===== config.mk =====
export PLATFORM = sky130hd
export DESIGN_NAME = uart_rx_ctrl
export DESIGN_NICKNAME = d
export VERILOG_FILES = /design/src/rtl/uart_rx_ctrl.sv
export SDC_FILE = /design/constraint.sdc
export NUM_CORES = 1
export LEC_CHECK = 0
export ABC_AREA = 1
export BUFFER_PORTS_ARGS = -buffer_cell sky130_fd_sc_hd__buf_2
export CORE_MARGIN = 2
export CORE_UTILIZATION = 59
export CTS_CLUSTER_DIAMETER = 60
export DETAILED_ROUTE_END_ITERATION = 8
export PLACE_DENSITY = 0.83
export SLEW_MARGIN = 20
export SYNTH_ARGS = -nofsm -noshare
export SYNTH_HDL_FRONTEND = slang
export SYNTH_SLANG_ARGS = --single-unit

===== constraint.sdc =====
create_clock -name CLK -period 3.8 [get_ports CLK]
set_clock_uncertainty 0.2 [all_clocks]
set_input_delay 0 -clock CLK [delete_from_list [all_inputs] [get_ports CLK]]
set_output_delay 0 -clock CLK [all_outputs]
set_load 0.1 [all_outputs]

===== src/rtl/uart_rx_ctrl.sv =====
`default_nettype none
// ------------------------------------------------------------------------
// uart_rx_ctrl : UART receive frame controller (start/data/parity/stop)
// Revision     : 1.0
// ------------------------------------------------------------------------
module uart_rx_ctrl #(
  parameter int DATA_W = 8
) (
  input  logic              CLK,
  input  logic              RST,
  input  logic              RX_IN,
  input  logic              PAR_EN,
  input  logic              PAR_TYP,
  input  logic [5:0]        Prescale,
  input  logic              sampled_bit,
  output logic              data_samp_en,
  output logic [5:0]        edge_cnt,
  output logic [5:0]        samp_prescale,
  output logic [DATA_W-1:0] P_DATA,
  output logic              data_valid,
  output logic              par_err,
  output logic              stp_err
);

  localparam int BW = $clog2(DATA_W + 1);
  localparam logic [BW-1:0] LAST_BIT = BW'(DATA_W - 1);

  localparam logic [2:0] S_IDLE   = 3'd0;
  localparam logic [2:0] S_START  = 3'd1;
  localparam logic [2:0] S_DATA   = 3'd2;
  localparam logic [2:0] S_PARITY = 3'd3;
  localparam logic [2:0] S_STOP   = 3'd4;

  logic [2:0]        state_q,  state_d;
  logic [5:0]        edge_q,   edge_d;
  logic [BW-1:0]     bit_q,    bit_d;
  logic [DATA_W-1:0] shift_q,  shift_d;
  logic [5:0]        presc_q,  presc_d;
  logic              par_en_q, par_en_d;
  logic              par_typ_q, par_typ_d;
  logic              ferr_q,   ferr_d;
  logic [DATA_W-1:0] pdata_q,  pdata_d;
  logic              valid_q,  valid_d;
  logic              perr_q,   perr_d;
  logic              serr_q,   serr_d;
  logic              w_bit_end;

  // ">=" rather than "==" so an illegal tiny Prescale still ends the bit
  assign w_bit_end = (edge_q >= (presc_q - 6'd1));

  always_comb begin
    state_d   = state_q;
    edge_d    = edge_q;
    bit_d     = bit_q;
    shift_d   = shift_q;
    presc_d   = presc_q;
    par_en_d  = par_en_q;
    par_typ_d = par_typ_q;
    ferr_d    = ferr_q;
    pdata_d   = pdata_q;
    valid_d   = 1'b0;
    perr_d    = 1'b0;
    serr_d    = 1'b0;

    if (state_q == S_IDLE) begin
      edge_d = 6'd0;
      if (!RX_IN) begin
        state_d   = S_START;
        edge_d    = 6'd1;
        bit_d     = '0;
        presc_d   = Prescale;
        par_en_d  = PAR_EN;
        par_typ_d = PAR_TYP;
        ferr_d    = 1'b0;
      end
    end else begin
      edge_d = w_bit_end ? 6'd0 : edge_q + 6'd1;
      if (w_bit_end) begin
        case (state_q)
          S_START: state_d = sampled_bit ? S_IDLE : S_DATA;
          S_DATA: begin
            shift_d = {sampled_bit, shift_q[DATA_W-1:1]};
            bit_d   = bit_q + BW'(1);
            if (bit_q == LAST_BIT) state_d = par_en_q ? S_PARITY : S_STOP;
          end
          S_PARITY: begin
            if (sampled_bit != (^shift_q ^ par_typ_q)) begin
              perr_d = 1'b1;
              ferr_d = 1'b1;
            end
            state_d = S_STOP;
          end
          S_STOP: begin
            serr_d = ~sampled_bit;
            if (sampled_bit && !ferr_q) begin
              valid_d = 1'b1;
              pdata_d = shift_q;
            end
            ferr_d  = 1'b0;
            state_d = S_IDLE;
          end
          default: state_d = S_IDLE;
        endcase
      end
    end
  end

  always_ff @(posedge CLK or negedge RST) begin
    if (!RST) begin
      state_q   <= S_IDLE;
      edge_q    <= 6'd0;
      bit_q     <= '0;
      shift_q   <= '0;
      presc_q   <= 6'd0;
      par_en_q  <= 1'b0;
      par_typ_q <= 1'b0;
      ferr_q    <= 1'b0;
      pdata_q   <= '0;
      valid_q   <= 1'b0;
      perr_q    <= 1'b0;
      serr_q    <= 1'b0;
    end else begin
      state_q   <= state_d;
      edge_q    <= edge_d;
      bit_q     <= bit_d;
      shift_q   <= shift_d;
      presc_q   <= presc_d;
      par_en_q  <= par_en_d;
      par_typ_q <= par_typ_d;
      ferr_q    <= ferr_d;
      pdata_q   <= pdata_d;
      valid_q   <= valid_d;
      perr_q    <= perr_d;
      serr_q    <= serr_d;
    end
  end

  assign data_samp_en  = (state_q != S_IDLE);
  assign edge_cnt      = edge_q;
  assign samp_prescale = presc_q;
  assign P_DATA        = pdata_q;
  assign data_valid    = valid_q;
  assign par_err       = perr_q;
  assign stp_err       = serr_q;

endmodule
`default_nettype wire


# Word-level counts from Yosys, hierarchy flattened
# Cells that the tools add are included.
[totals] regBits=41 input_bits=12 output_inout_bits=24 word_cells=73
[classes] addsub=3 order_cmp=1 n_eq_ne=9 mux=30 bitwise=4 reduce_logical=14
[ops] cell="$mux 1" count=16
[ops] cell="$mux 4" count=4
[ops] cell="$mux 3" count=5
[ops] cell="$mux 6" count=2
[ops] cell="$pmux 3 s3" count=1
[ops] cell="$reduce_and 3->1" count=3
[ops] cell="$reduce_and 4->1" count=2
[ops] cell="$reduce_xor 8->1" count=1
[ops] cell="$add 6x1->6 const B" count=1
[ops] cell="$eq 3x2->1 const B" count=2
[ops] cell="$ge 6x6->1" count=1
[ops] cell="$ne 3x3->1 const B" count=2
[ops] cell="$reduce_bool 3->1" count=2
[ops] cell="$sub 6x1->6 const B" count=1
[ops] cell="$add 4x1->4 const B" count=1
[ops] cell="$eq 4x3->1 const B" count=1
[ops] cell="$reduce_bool 2->1" count=2
[ops] cell="$eq 3x1->1 const B" count=1
[ops] cell="$eq 3x3->1 const B" count=1
[ops] cell="$logic_not 3->1" count=1
[ops] cell="$not 1->1" count=3
[ops] cell="$mux 2" count=1
[ops] cell="$ne 2x2->1 const B" count=1
[ops] cell="$pmux 1 s2" count=1
[ops] cell="5 further kinds" count=5

# Depth between registers and ports, before layout
# Gate-level depths: netlist of the first run.
[depth] ltp_word=7 depth_mapped=15 mapped_depth_nobuf=15

# Least setup slack after synthesis of the first run
# OpenSTA, ideal clock, no wires.
[synth_timing] path_kind="flip-flop to flip-flop" from="reg presc_q[0], in the netlist samp_prescale[0]" to="reg pdata_q[5], in the netlist P_DATA[5]" setup_time_ps=129 t_arrival_ps=2690 required_ps=3471 slack_ps=781 stages_incl_launch_ff=14 n_path_buf=1 period_less_slack_ps=3019 path_cell_list="dfrtp_1 -> inv_1 -> ha_1 -> nand2_1 -> xnor2_1 -> inv_1 -> ha_1 -> nand2_1 -> o21a_1 -> nand2_1 -> nand2_1 -> buf_2 -> nand2_1 -> o21ai_0"
[synth_via] elab_chain_cells=3
[synth_lines] element="from (decl)" line_no="38" rtl="logic [5:0] presc_q, presc_d;"
[synth_lines] element="from (signal assigned)" line_no="127" rtl="presc_q <= presc_d;"
[synth_lines] element="$sub 6x1->6" line_no="49" rtl="assign w_bit_end = (edge_q >= (presc_q - 6'd1));"
[synth_lines] element="$ge 6x6->1" line_no="49"
[synth_lines] element="$reduce_and 4->1 (no source line)"
[synth_lines] element="to (signal assigned)" line_no="131" rtl="pdata_q <= pdata_d;"
[synth_lines] element="to (decl)" line_no="42" rtl="logic [DATA_W-1:0] pdata_q, pdata_d;"
# No other way between the ends.
# A chain may end at the register's enable or synchronous reset.

# Final worst setup path of the first run
[layout_timing] from="reg presc_q[2], in the netlist samp_prescale[2]" to="reg bit_q[2]"
[layout_via] elab_chain_cells=4
[layout_lines] element="$sub 6x1->6" line_no="49"
[layout_lines] element="$ge 6x6->1" line_no="49"
[layout_lines] element="$reduce_bool 2->1 (no source line)"
[layout_lines] element="$reduce_and 3->1 (no source line)"
[layout_lines] element="to (signal assigned)" line_no="125" rtl="bit_q <= bit_d;"
[layout_lines] element="to (decl)" line_no="36" rtl="logic [BW-1:0] bit_q, bit_d;"
# No other way between the ends.

==> out/metrics.json, run 1 <==
{
  "max_cap_viol_count": 0,
  "worst_setup_timing_slack_at_the_placement_stage_ns": 0.8814,
  "path_max_fanout": 20,
  "area_delta_synth_final_pct": 16.90,
  "synth.most_common_cell": "sky130_fd_sc_hd__nand2_1",
  "clockRootBuffer": "sky130_fd_sc_hd__clkbuf_4",
  "design_area_um2": 2432,
  "critPathCaptureType": "flip-flop",
  "fp.coreArea_um2": 3363,
  "fill_count": 276,
  "cts_tree": "yes",
  "final_min_period_over_clock_period_pct": 77.06,
  "syn-cell-area_um2": 2081,
  "synth-edff-count": 0,
  "clk_pin_slew_worst_paths_ns": 0.12,
  "setup_violations": 0,
  "multi_input_comb_area_um2": 905.9,
  "ios": 36,
  "yosys_warnings": 0,
  "dr.pass1.iters": 4,
  "cts_buffer_depth": 2,
  "grt_antenna_before_repair": 0,
  "netlist-cell-type-count": 26,
  "outcome": "completed",
  "tritoncts.num_buffers": 5,
  "floorplan.die.width_um": 63.39,
  "clock_sinks": 41,
  "slew_violations": 0,
  "die-area_um2": 4018,
  "final_hold_viol_count": 0,
  "post-synth-top-area-fraction_pct": 49.31,
  "gpl.final_weighted_congestion": 0.8381,
  "avgRoutedWirePerCell_um": 12.25,
  "fin_nets": 306,
  "worstMarginPinSlew_ns": 0.8916,
  "fraction_of_registers_with_async_set_or_reset_after_synthesis_pct": 100.0,
  "start_util_pct": 61.87,
  "io_buffer_count": 35,
  "synth_flop_cell": "sky130_fd_sc_hd__dfrtp_1",
  "report.power.total_mw": 2.001,
  "globalRoute.totalOverflow": 0,
  "vdd_ir_drop_max_mv": 0.4544,
  "placed_cell_area_um2": 2277,
  "required_ns": 3.85,
  "cp_data_arrival_time_ns": 2.98,
  "drc_errors": 0,
  "yosysSeqAreaShare_pct": 49.31,
  "synth_area_per_cell_um2": 8.743,
  "vias": 1669,
  "critical_setup_path_class": "flip-flop to flip-flop",
  "postSynthCellCount": 238,
  "p_leak_nw": 1.304,
  "rsz0062_at_grt": "no",
  "insertion_delay_ns": 0.35,
  "synth_top_cells_by_area": "sky130_fd_sc_hd__dfrtp_1 (49%), sky130_fd_sc_hd__nand2_1 (11%), sky130_fd_sc_hd__ha_1 (5.4%), sky130_fd_sc_hd__inv_1 (5.1%), sky130_fd_sc_hd__o21ai_0 (4.8%)",
  "dp_hpwl_um": 2802,
  "synth_top_cell_by_area": "sky130_fd_sc_hd__dfrtp_1",
  "fmax_mhz": 341.5,
  "grt.total_usage_pct": 22.96,
  "via_per_inst": 5.042,
  "placedCellCount": 314,
  "final_period_minus_worst_setup_slack_ns": 2.928,
  "postLayoutSetupSlackWorst_ns": 0.8719,
  "layoutNonFillerInstCount": 331,
  "cts_max_level": 2,
  "global_route_wire_length_before_repair_um": 7086,
  "rows": 21,
  "postRouteAntennaNets": 0,
  "final-seq-area_um2": 1026,
  "cts_setup_buffers": 0,
  "pwr_density_cell_nw_per_um2": 822.6,
  "grt_max_degree": 42,
  "first_global_vias": 1619,
  "drtIter0Drc": 89,
  "number_of_inserted_diodes": 0,
  "setup_total_negative_slack_ns": 0,
  "routed_wirelength_um": 4054,
  "synth_seq_cells": 41,
  "cp-start-kind": "flip-flop",
  "layout_cell_share_with_drive_strength_beyond_1_pct": 19.30,
  "hold_path.class": "input port to async pin",
  "max_slew_margin_pct": 40.56,
  "chipHeight_um": 63.39,
  "synth_fp_nets": 259,
  "synth_top_cells_by_count": "sky130_fd_sc_hd__nand2_1 (59), sky130_fd_sc_hd__dfrtp_1 (41), sky130_fd_sc_hd__inv_1 (28)",
  "post_cts.resized_instances": 0
}
==> layout by cell type (no fill, tap or decap) <==
master,count
sky130_fd_sc_hd__nor2_1,23
sky130_fd_sc_hd__a21oi_1,12
sky130_fd_sc_hd__inv_1,28
sky130_fd_sc_hd__clkbuf_8,1
sky130_fd_sc_hd__or2_1,1
sky130_fd_sc_hd__o21a_1,1
sky130_fd_sc_hd__a21boi_0,1
sky130_fd_sc_hd__nand2_4,1
sky130_fd_sc_hd__nand2_8,1
sky130_fd_sc_hd__o21ai_2,3
sky130_fd_sc_hd__nand3_1,8
sky130_fd_sc_hd__buf_2,35
sky130_fd_sc_hd__nor2_4,1
sky130_fd_sc_hd__nand3_2,1
sky130_fd_sc_hd__nor3_1,5
sky130_fd_sc_hd__nor2_2,1
sky130_fd_sc_hd__dlygate4sd3_1,10
sky130_fd_sc_hd__nand2_1,59
sky130_fd_sc_hd__clkbuf_4,5
sky130_fd_sc_hd__dfrtp_1,41
sky130_fd_sc_hd__inv_2,2
sky130_fd_sc_hd__ha_1,9
sky130_fd_sc_hd__xor2_1,5
sky130_fd_sc_hd__clkbuf_1,1
sky130_fd_sc_hd__xnor2_1,4
sky130_fd_sc_hd__nor3b_1,2
sky130_fd_sc_hd__o21ai_0,20
sky130_fd_sc_hd__mux2_4,4
==> metrics by stage <==
| step | utilization (%) | hold WS [ns] |
|---|---|---|
| finish | 72.32 | 0.09386 |
| global placement | 67.71 | -0.02672 |
| global route | 72.32 | 0.1831 |
| CTS | 72.32 | 0.1318 |
| detailed placement | 67.71 | -0.02071 |
| floorplan | - | -0.4956 |
==> registers in the layout, indices dropped and copies added (netlist names) <==
name and cells:
P_DATA 8, shift_q 8, edge_cnt 6, samp_prescale 6
bit_q 4, state_q 3, data_valid 1, ferr_q 1
par_en_q 1, par_err 1, par_typ_q 1, stp_err 1
==> worst paths after layout <==
path                                  start        end  slack [ns]  depth (start not counted)
hold / removal                          RST  P_DATA[2]        0.09                          2
setup / recovery           samp_prescale[2]   bit_q[2]        0.87                         13
hold reg to reg                   P_DATA[7]  P_DATA[7]        0.29                          2
max in group asynchronous               RST   par_en_q        2.75                          2
setup reg to reg           samp_prescale[2]   bit_q[2]        0.87                         13
min in group CLK                sampled_bit    stp_err        0.20                          3
==> where the power goes <==
part | switching, mW | total, mW | internal [mW]
logic | 0.848 | 1.14 | 0.292
registers | 0.0989 | 0.635 | 0.536
clock network | 0.138 | 0.226 | 0.0875
==> what timing repair did <==
| action | CTS | global route |
|---|---|---|
| hold buffers | 10 | 0 |
| hold endpoints to repair | 52 | 0 |
| setup endpoints to repair | 0 | 0 |
==> area by class of cell <==
type	instances	area share [%]
clock buffer	7	2.263
tap	46	2.366
timing repair buffer	45	11.32
multi-input combinational	162	37.24
sequential	41	42.18
inverter	30	4.630
==> worst max-delay path, stage by stage, from the launching register on <==
cell                      delay (ns)
sky130_fd_sc_hd__dfrtp_1        0.44
sky130_fd_sc_hd__nor2_1         0.12
sky130_fd_sc_hd__nand2_1        0.09
sky130_fd_sc_hd__nor3_1         0.19
sky130_fd_sc_hd__xor2_1         0.17
sky130_fd_sc_hd__inv_1          0.06
sky130_fd_sc_hd__ha_1           0.30
sky130_fd_sc_hd__a21oi_1        0.14
sky130_fd_sc_hd__o21a_1         0.13
sky130_fd_sc_hd__nand2_1        0.12
sky130_fd_sc_hd__nand2_1        0.45
sky130_fd_sc_hd__nand2_1        0.18
sky130_fd_sc_hd__a21oi_1        0.17
sky130_fd_sc_hd__nor2_1         0.05
==> logic make-up (layout without fill, tap and decap cells) <==
| logic type | count (synthesis) | count (layout) | share of synthesized area [%] |
|---|---|---|---|
| and+or+nand+nor | 103 | 103 | 21.77 |
| DFF | 41 | 41 | 49.31 |
| buffers and inverters | 35 | 82 | 7.156 |
| xor gates and xnor gates | 9 | 9 | 3.788 |
| adders and majority gates | 9 | 9 | 5.412 |
| AOI/OAI and AO/OA | 37 | 37 | 9.682 |
| muxes | 4 | 4 | 2.886 |
==> layer usage <==
layer / wire length (µm) / share of wire (%) / GRT usage, % / up-vias
met5: 0 / 0 / 0 / -
met4: 80 / 2.0 / 11.68 / 0
met3: 155 / 3.8 / 5.000 / 9
met2: 2020 / 50 / 38.16 / 35
met1: 1798 / 44 / 28.10 / 779
li1: - / - / - / 846
Note: power is estimated with default switching activity, not from simulation.
==> inputs of run 2 (changes only) <==
--- a/config.mk
+++ b/config.mk
@@ -8,10 +8,10 @@
 export ABC_AREA = 1
 export BUFFER_PORTS_ARGS = -buffer_cell sky130_fd_sc_hd__buf_2
 export CORE_MARGIN = 2
-export CORE_UTILIZATION = 59
+export CORE_UTILIZATION = 55
 export CTS_CLUSTER_DIAMETER = 60
 export DETAILED_ROUTE_END_ITERATION = 8
-export PLACE_DENSITY = 0.83
+export PLACE_DENSITY = 0.78
 export SLEW_MARGIN = 20
 export SYNTH_ARGS = -nofsm -noshare
 export SYNTH_HDL_FRONTEND = slang
==> constraint.sdc (replaced) <==
create_clock -name CLK -period 2.7 [get_ports CLK]
set_clock_uncertainty 0.2 [all_clocks]
set_input_delay 0 -clock CLK [delete_from_list [all_inputs] [get_ports CLK]]
set_output_delay 0 -clock CLK [all_outputs]
set_load 0.1 [all_outputs]
==> out/metrics.json, run 2 (synthesized netlist as in run 1, its figures left out) <==
{
  "outcome": "completed",
  "final_hold_viol_count": {"value": 0, "change": "unchanged"},
  "die-area": {"value": 4291, "unit": "µm²", "change": "+6.8%"},
  "required": {"value": 2.68, "unit": "ns", "change": "-1.17 ns"},
  "drtIter0Drc": {"value": 66, "change": "-26%"},
  "grt.total_usage": {"value": 20.45, "unit": "%", "change": "-2.5 points"},
  "routed_wirelength": {"value": 3975, "unit": "µm", "change": "-1.9%"},
  "path_max_fanout": {"value": 16, "change": "-20%"},
  "setup_violations": {"value": 0, "change": "unchanged"},
  "fin_nets": {"value": 308, "change": "+0.65%"},
  "critical_setup_path_class": "flip-flop to flip-flop",
  "max_cap_viol_count": {"value": 0, "change": "unchanged"},
  "avgRoutedWirePerCell": {"value": 11.83, "unit": "µm", "change": "-3.4%"},
  "cp_data_arrival_time": {"value": 2.50, "unit": "ns", "change": "-0.48 ns"},
  "worst_setup_timing_slack_at_the_placement_stage": {"value": 0.002527, "unit": "ns", "change": "-0.8789 ns"},
  "whs": {"value": 0.1511, "unit": "ns", "change": "+0.05720 ns"},
  "grt_max_degree": {"value": 42, "change": "unchanged"},
  "fp.coreArea": {"value": 3661, "unit": "µm²", "change": "+8.9%"},
  "placedCellCount": {"value": 317, "change": "+0.96%"},
  "clockRootBuffer": "sky130_fd_sc_hd__clkbuf_8",
  "critPathCaptureType": "flip-flop",
  "vdd_ir_drop_max": {"value": 0.5283, "unit": "mV", "change": "+16%"},
  "layoutNonFillerInstCount": {"value": 336, "change": "+1.5%"},
  "chipHeight": {"value": 65.51, "unit": "µm", "change": "+3.3%"},
  "tritoncts.num_buffers": {"value": 5, "change": "unchanged"},
  "max_slew_margin": {"value": 41.19, "unit": "%", "change": "+0.63 points"},
  "cp-start-kind": "flip-flop",
  "globalRoute.totalOverflow": {"value": 0, "change": "unchanged"},
  "dr.pass1.iters": {"value": 4, "change": "unchanged"},
  "ios": {"value": 36, "change": "unchanged"},
  "hold_path.class": "input port to async pin",
  "rows": {"value": 22, "change": "+4.8%"},
  "cts_tree": "yes",
  "worstMarginPinSlew": {"value": 0.8822, "unit": "ns", "change": "-0.009408 ns"},
  "highest_count_cells_in_the_layout_ignoring_fill_and_taps": "sky130_fd_sc_hd__nand2_1 (55), sky130_fd_sc_hd__dfrtp_1 (36), sky130_fd_sc_hd__buf_2 (35), sky130_fd_sc_hd__inv_1 (28), sky130_fd_sc_hd__nor2_1 (23)",
  "final-seq-area": {"value": 1035, "unit": "µm²", "change": "+0.85%"},
  "dp_hpwl": {"value": 2834, "unit": "µm", "change": "+1.2%"},
  "pwr_density_cell": {"value": 1164, "unit": "nW/µm²", "change": "+41%"},
  "postLayoutSetupSlackWorst": {"value": 0.1752, "unit": "ns", "change": "-0.6967 ns"},
  "slew_violations": {"value": 0, "change": "unchanged"},
  "via_per_inst": {"value": 4.982, "change": "-1.2%"},
  "cts_buffer_depth": {"value": 2, "change": "unchanged"},
  "drc_errors": {"value": 0, "change": "unchanged"},
  "final_period_minus_worst_setup_slack": {"value": 2.525, "unit": "ns", "change": "-0.4033 ns"},
  "global_route_wire_length_before_repair": {"value": 6644, "unit": "µm", "change": "-6.2%"},
  "p_leak": {"value": 1.327, "unit": "nW", "change": "+1.7%"},
  "area_delta_synth_final_pct": 20.93,
  "report.power.total": {"value": 2.928, "unit": "mW", "change": "+46%"},
  "number_of_inserted_diodes": {"value": 0, "change": "unchanged"},
  "io_buffer_count": {"value": 35, "change": "unchanged"},
  "start_util": {"value": 56.84, "unit": "%", "change": "-5.0 points"},
  "gpl.final_weighted_congestion": {"value": 0.8192, "change": "-2.3%"},
  "clk_pin_slew_worst_paths": {"value": 0.08, "unit": "ns", "change": "-0.04 ns"},
  "first_global_vias": {"value": 1559, "change": "-3.7%"},
  "multi_input_comb_area": {"value": 924.6, "unit": "µm²", "change": "+2.1%"},
  "vias": {"value": 1674, "change": "+0.30%"},
  "clock_sinks": {"value": 41, "change": "unchanged"},
  "fmax": {"value": 396.1, "unit": "MHz", "change": "+16%"},
  "floorplan.die.width": {"value": 65.51, "unit": "µm", "change": "+3.3%"},
  "final_min_period_over_clock_period": {"value": 93.51, "unit": "%", "change": "+16 points"},
  "layout_cell_share_with_drive_strength_beyond_1": {"value": 24.31, "unit": "%", "change": "+5.0 points"},
  "fill_count": {"value": 286, "change": "+3.6%"},
  "insertion_delay": {"value": 0.30, "unit": "ns", "change": "-0.05 ns"},
  "cts_max_level": {"value": 2, "change": "unchanged"},
  "mostFrequentLayoutCell": "sky130_fd_sc_hd__nand2_1",
  "postRouteAntennaNets": {"value": 0, "change": "unchanged"},
  "grt_antenna_before_repair": {"value": 0, "change": "unchanged"}
}
run 2: report_power, final:
group | internal [mW] | leakage (nW) | switching (mW)
combinational | 0.421 | 0.747 | 1.19
sequential | 0.766 | 0.535 | 0.145
clock | 0.183 | 0.0445 | 0.221
run 2: area by class of cell:
| class | count | area share, % |
|---|---|---|
| multi-input combinational | 162 | 36.75 |
| clock buffer | 5 | 2.735 |
| clock inverter | 3 | 0.8454 |
| tap | 48 | 2.387 |
| sequential | 41 | 41.12 |
| timing repair buffer | 47 | 11.69 |
| inverter | 30 | 4.475 |
run 2: per-stage QoR:
step / cell area, µm² / TNS, ns / util [%]
finish: 2516 / 0 / 68.73
global route: 2516 / -0.003503 / 68.73
CTS: 2489 / 0 / 67.98
detailed placement: 2296 / 0 / 62.71
global placement: 2296 / 0 / 62.71
floorplan: 2090 / 0 / -
run 2: timing repair:
action                     4_1_cts  5_1_grt
cloned                           0        0
setup buffers                    0        1
hold endpoints to repair        52        0
setup endpoints to repair        1       27
hold buffers                    10        0
resized for setup                1        9
pin swaps                        0        1
run 2: routing by layer:
metal | up-vias | part of all wire (%) | track usage (%)
li1 | 855 | - | -
met3 | 5 | 3.4 | 5.651
met4 | 0 | 1.1 | 5.469
met2 | 29 | 51 | 37.88
met5 | - | 0 | 0
met1 | 785 | 45 | 22.94
run 2: critical path: stages (launching register included):
cell and delay (ns):
sky130_fd_sc_hd__dfrtp_4 0.48, sky130_fd_sc_hd__inv_1 0.13, sky130_fd_sc_hd__ha_1 0.20, sky130_fd_sc_hd__nand2_1 0.08, sky130_fd_sc_hd__xnor2_1 0.14, sky130_fd_sc_hd__inv_1 0.06
sky130_fd_sc_hd__ha_1 0.27, sky130_fd_sc_hd__nand2_1 0.07, sky130_fd_sc_hd__nor2_1 0.09, sky130_fd_sc_hd__o21ai_0 0.11, sky130_fd_sc_hd__nand2_2 0.15, sky130_fd_sc_hd__nand2_2 0.11
sky130_fd_sc_hd__buf_6 0.18, sky130_fd_sc_hd__nand2_1 0.06, sky130_fd_sc_hd__o21ai_0 0.08
run 2: path summary, 6_finish.rpt:
check	start	to	slack (ns)	cells past startpoint
max in group asynchronous	RST	samp_prescale[0]	1.50	2
worst max register to register	samp_prescale[0]	shift_q[2]	0.18	14
worst min register to register	P_DATA[3]	P_DATA[3]	0.29	2
worst min-delay path	RST	edge_cnt[4]	0.15	2
worst max-delay path	samp_prescale[0]	shift_q[2]	0.18	14
min in group CLK	Prescale[2]	samp_prescale[2]	0.26	3
==> inputs of run 3 (changes only) <==
--- a/config.mk
+++ b/config.mk
@@ -7,6 +7,7 @@
 export LEC_CHECK = 0
 export ABC_AREA = 1
 export BUFFER_PORTS_ARGS = -buffer_cell sky130_fd_sc_hd__buf_2
+export CORE_ASPECT_RATIO = 0.75
 export CORE_MARGIN = 2
 export CORE_UTILIZATION = 55
 export CTS_CLUSTER_DIAMETER = 60
==> constraint.sdc (replaced) <==
create_clock -name CLK -period 2.7 [get_ports CLK]
set_clock_uncertainty 0.2 [all_clocks]
set_input_delay 0.405 -clock CLK [delete_from_list [all_inputs] [get_ports CLK]]
set_output_delay 0.405 -clock CLK [all_outputs]
set_load 0.1 [all_outputs]
==> out/metrics.json, run 3 (synthesized netlist as in run 1, its figures left out) <==
{
  "vias": {"value": 1709, "change": "+2.1%"},
  "critical_setup_path_class": "flip-flop to flip-flop",
  "slew_violations": {"value": 0, "change": "unchanged"},
  "rsz0062_at_grt": "yes",
  "path_max_fanout": {"value": 6, "change": "-10"},
  "avgRoutedWirePerCell": {"value": 13.20, "unit": "µm", "change": "+12%"},
  "via_per_inst": {"value": 5.148, "change": "+3.3%"},
  "fp.coreArea": {"value": 3637, "unit": "µm²", "change": "-0.65%"},
  "area_delta_synth_final_pct": 18.16,
  "layoutNonFillerInstCount": {"value": 332, "change": "-1.2%"},
  "placed_cell_area": {"value": 2308, "unit": "µm²", "change": "+0.54%"},
  "cp_data_arrival_time": {"value": 2.55, "unit": "ns", "change": "+0.05 ns"},
  "placedCellCount": {"value": 322, "change": "+1.6%"},
  "start_util": {"value": 57.21, "unit": "%", "change": "+0.37 points"},
  "drtIter0Drc": {"value": 81, "change": "+23%"},
  "cts_tree": "yes",
  "fill_count": {"value": 310, "change": "+8.4%"},
  "drc_errors": {"value": 0, "change": "unchanged"},
  "layout_cell_share_with_drive_strength_beyond_1": {"value": 25.71, "unit": "%", "change": "+1.4 points"},
  "worstMarginPinSlew": {"value": 0.8437, "unit": "ns", "change": "-0.03852 ns"},
  "rows": {"value": 19, "change": "-14%"},
  "postRouteAntennaNets": {"value": 0, "change": "unchanged"},
  "dp_hpwl": {"value": 3207, "unit": "µm", "change": "+13%"},
  "hold_path.class": "input port to flip-flop",
  "clockRootBuffer": "sky130_fd_sc_hd__clkbuf_8",
  "vdd_ir_drop_max": {"value": 0.9057, "unit": "mV", "change": "+71%"},
  "setup_total_negative_slack": {"value": 0, "unit": "ns", "change": "unchanged"},
  "die-area": {"value": 4296, "unit": "µm²", "change": "+0.12%"},
  "dr.pass1.iters": {"value": 4, "change": "unchanged"},
  "insertion_delay": {"value": 0.30, "unit": "ns", "change": "about the same"},
  "ios": {"value": 36, "change": "unchanged"},
  "highest_count_cells_in_the_layout_ignoring_fill_and_taps": "sky130_fd_sc_hd__nand2_1 (54), sky130_fd_sc_hd__dfrtp_1 (36), sky130_fd_sc_hd__buf_2 (35), sky130_fd_sc_hd__inv_1 (27), sky130_fd_sc_hd__nor2_1 (23)",
  "max_slew_margin": {"value": 43.76, "unit": "%", "change": "+2.6 points"},
  "design_area": {"value": 2459, "unit": "µm²", "change": "-2.3%"},
  "chipHeight": {"value": 57.27, "unit": "µm", "change": "-13%"},
  "pwr_density_cell": {"value": 1248, "unit": "nW/µm²", "change": "+7.3%"},
  "grt_antenna_before_repair": {"value": 0, "change": "unchanged"},
  "grt_max_degree": {"value": 33, "change": "-21%"},
  "routed_wirelength": {"value": 4384, "unit": "µm", "change": "+10%"},
  "max_cap_viol_count": {"value": 0, "change": "unchanged"},
  "cp-start-kind": "flip-flop",
  "clock_sinks": {"value": 41, "change": "unchanged"},
  "tritoncts.num_buffers": {"value": 5, "change": "unchanged"},
  "outcome": "completed",
  "first_global_vias": {"value": 1530, "change": "-1.9%"},
  "cts_buffer_depth": {"value": 2, "change": "unchanged"},
  "mostFrequentLayoutCell": "sky130_fd_sc_hd__nand2_1",
  "final_period_minus_worst_setup_slack": {"value": 2.561, "unit": "ns", "change": "+0.03614 ns"},
  "setup_violations": {"value": 0, "change": "unchanged"},
  "grt.total_usage": {"value": 22.46, "unit": "%", "change": "+2.0 points"},
  "gpl.final_weighted_congestion": {"value": 0.8201, "change": "+0.11%"},
  "io_buffer_count": {"value": 35, "change": "unchanged"},
  "multi_input_comb_area": {"value": 927.1, "unit": "µm²", "change": "+0.27%"},
  "cts_max_level": {"value": 2, "change": "unchanged"},
  "required": {"value": 2.69, "unit": "ns", "change": "about the same"},
  "final_hold_viol_count": {"value": 0, "change": "unchanged"},
  "p_leak": {"value": 1.304, "unit": "nW", "change": "-1.7%"},
  "floorplan.die.width": {"value": 75.02, "unit": "µm", "change": "+15%"},
  "final-seq-area": {"value": 1035, "unit": "µm²", "change": "unchanged"},
  "critPathCaptureType": "flip-flop",
  "fin_nets": {"value": 300, "change": "-2.6%"},
  "global_route_wire_length_before_repair": {"value": 7072, "unit": "µm", "change": "+6.4%"},
  "globalRoute.totalOverflow": {"value": 0, "change": "unchanged"},
  "number_of_inserted_diodes": {"value": 0, "change": "unchanged"},
  "clk_pin_slew_worst_paths": {"value": 0.08, "unit": "ns", "change": "about the same"},
  "final_min_period_over_clock_period": {"value": 94.85, "unit": "%", "change": "+1.3 points"},
  "fmax": {"value": 390.5, "unit": "MHz", "change": "-1.4%"}
}
==> run 3: cell count changes in the layout (fill, tap and decap cells not counted), sizes merged <==
cell / delta
buf: +1
bufinv: +1
clkbuf: +1
clkinvlp: -1
dlygate4sd3: -9
inv: -1
==> run 3: critical path, cell delays in order (launching register included) <==
cell and delay (ns):
sky130_fd_sc_hd__dfrtp_4 0.49, sky130_fd_sc_hd__inv_2 0.08, sky130_fd_sc_hd__nand2_1 0.10, sky130_fd_sc_hd__nor3_2 0.14, sky130_fd_sc_hd__xor2_1 0.16, sky130_fd_sc_hd__inv_1 0.06, sky130_fd_sc_hd__ha_1 0.28, sky130_fd_sc_hd__a21oi_1 0.13
sky130_fd_sc_hd__o21a_1 0.14, sky130_fd_sc_hd__nand2_2 0.11, sky130_fd_sc_hd__nand2_2 0.13, sky130_fd_sc_hd__nand2_1 0.14, sky130_fd_sc_hd__a21oi_2 0.22, sky130_fd_sc_hd__nor2_1 0.06
==> run 3: final timing paths <==
path                                  startpoint          endpoint  slack [ns]  cells after the start
worst max-delay path            samp_prescale[0]          bit_q[2]        0.14                     13
worst min-delay path                 Prescale[5]  samp_prescale[5]        0.14                      2
worst max register to register  samp_prescale[0]          bit_q[2]        0.14                     13
worst min register to register         P_DATA[4]         P_DATA[4]        0.29                      2
max in group asynchronous                    RST         par_typ_q        1.20                      3
min in group asynchronous                    RST  samp_prescale[5]        0.49                      2
==> run 3: area by class of cell <==
class | instances | area share (%)
Timing Repair Buffer | 39 | 8.601
Clock buffer | 6 | 2.952
Inverter | 30 | 4.580
Clock inverter | 2 | 1.425
Multi-Input combinational cell | 162 | 37.71
Sequential cell | 41 | 42.09
Tap cell | 52 | 2.646
==> run 3: metal layers <==
metal | vias up | track usage [%] | share of wire (%) | wire, µm
li1 | 832 | - | - | -
met1 | 839 | 32.67 | 48 | 2120
met2 | 28 | 32.33 | 46 | 1996
met3 | 10 | 4.947 | 3.9 | 169
met4 | 0 | 9.949 | 2.2 | 97
met5 | - | 0 | 0 | 0
==> run 3: timing repair <==
action / CTS / global route
buffers inserted: 0 / 1
pin swaps: 1 / 1
setup endpoints to repair: 13 / 29
hold endpoints to repair: 31 / 0
resized for setup: 3 / 6
hold buffers: 1 / 0
==> run 3: stage by stage <==
step	hold slack [ns]	setup slack (ns)	total power, mW	utilization [%]
floorplan	-0.09059	0.03828	2.252	-
finish	0.1360	0.1391	3.069	67.60
detailed placement	0.2741	-0.02796	2.533	63.47
global placement	0.2679	0.1556	2.488	63.47
CTS	0.1270	-0.001272	3.044	66.94
global route	0.1339	-0.02280	3.246	67.60
==> run 3: where the power goes <==
part	internal, mW	total, mW	switching, mW
combinational	0.423	1.66	1.24
clock	0.274	0.489	0.215
sequential	0.766	0.923	0.157
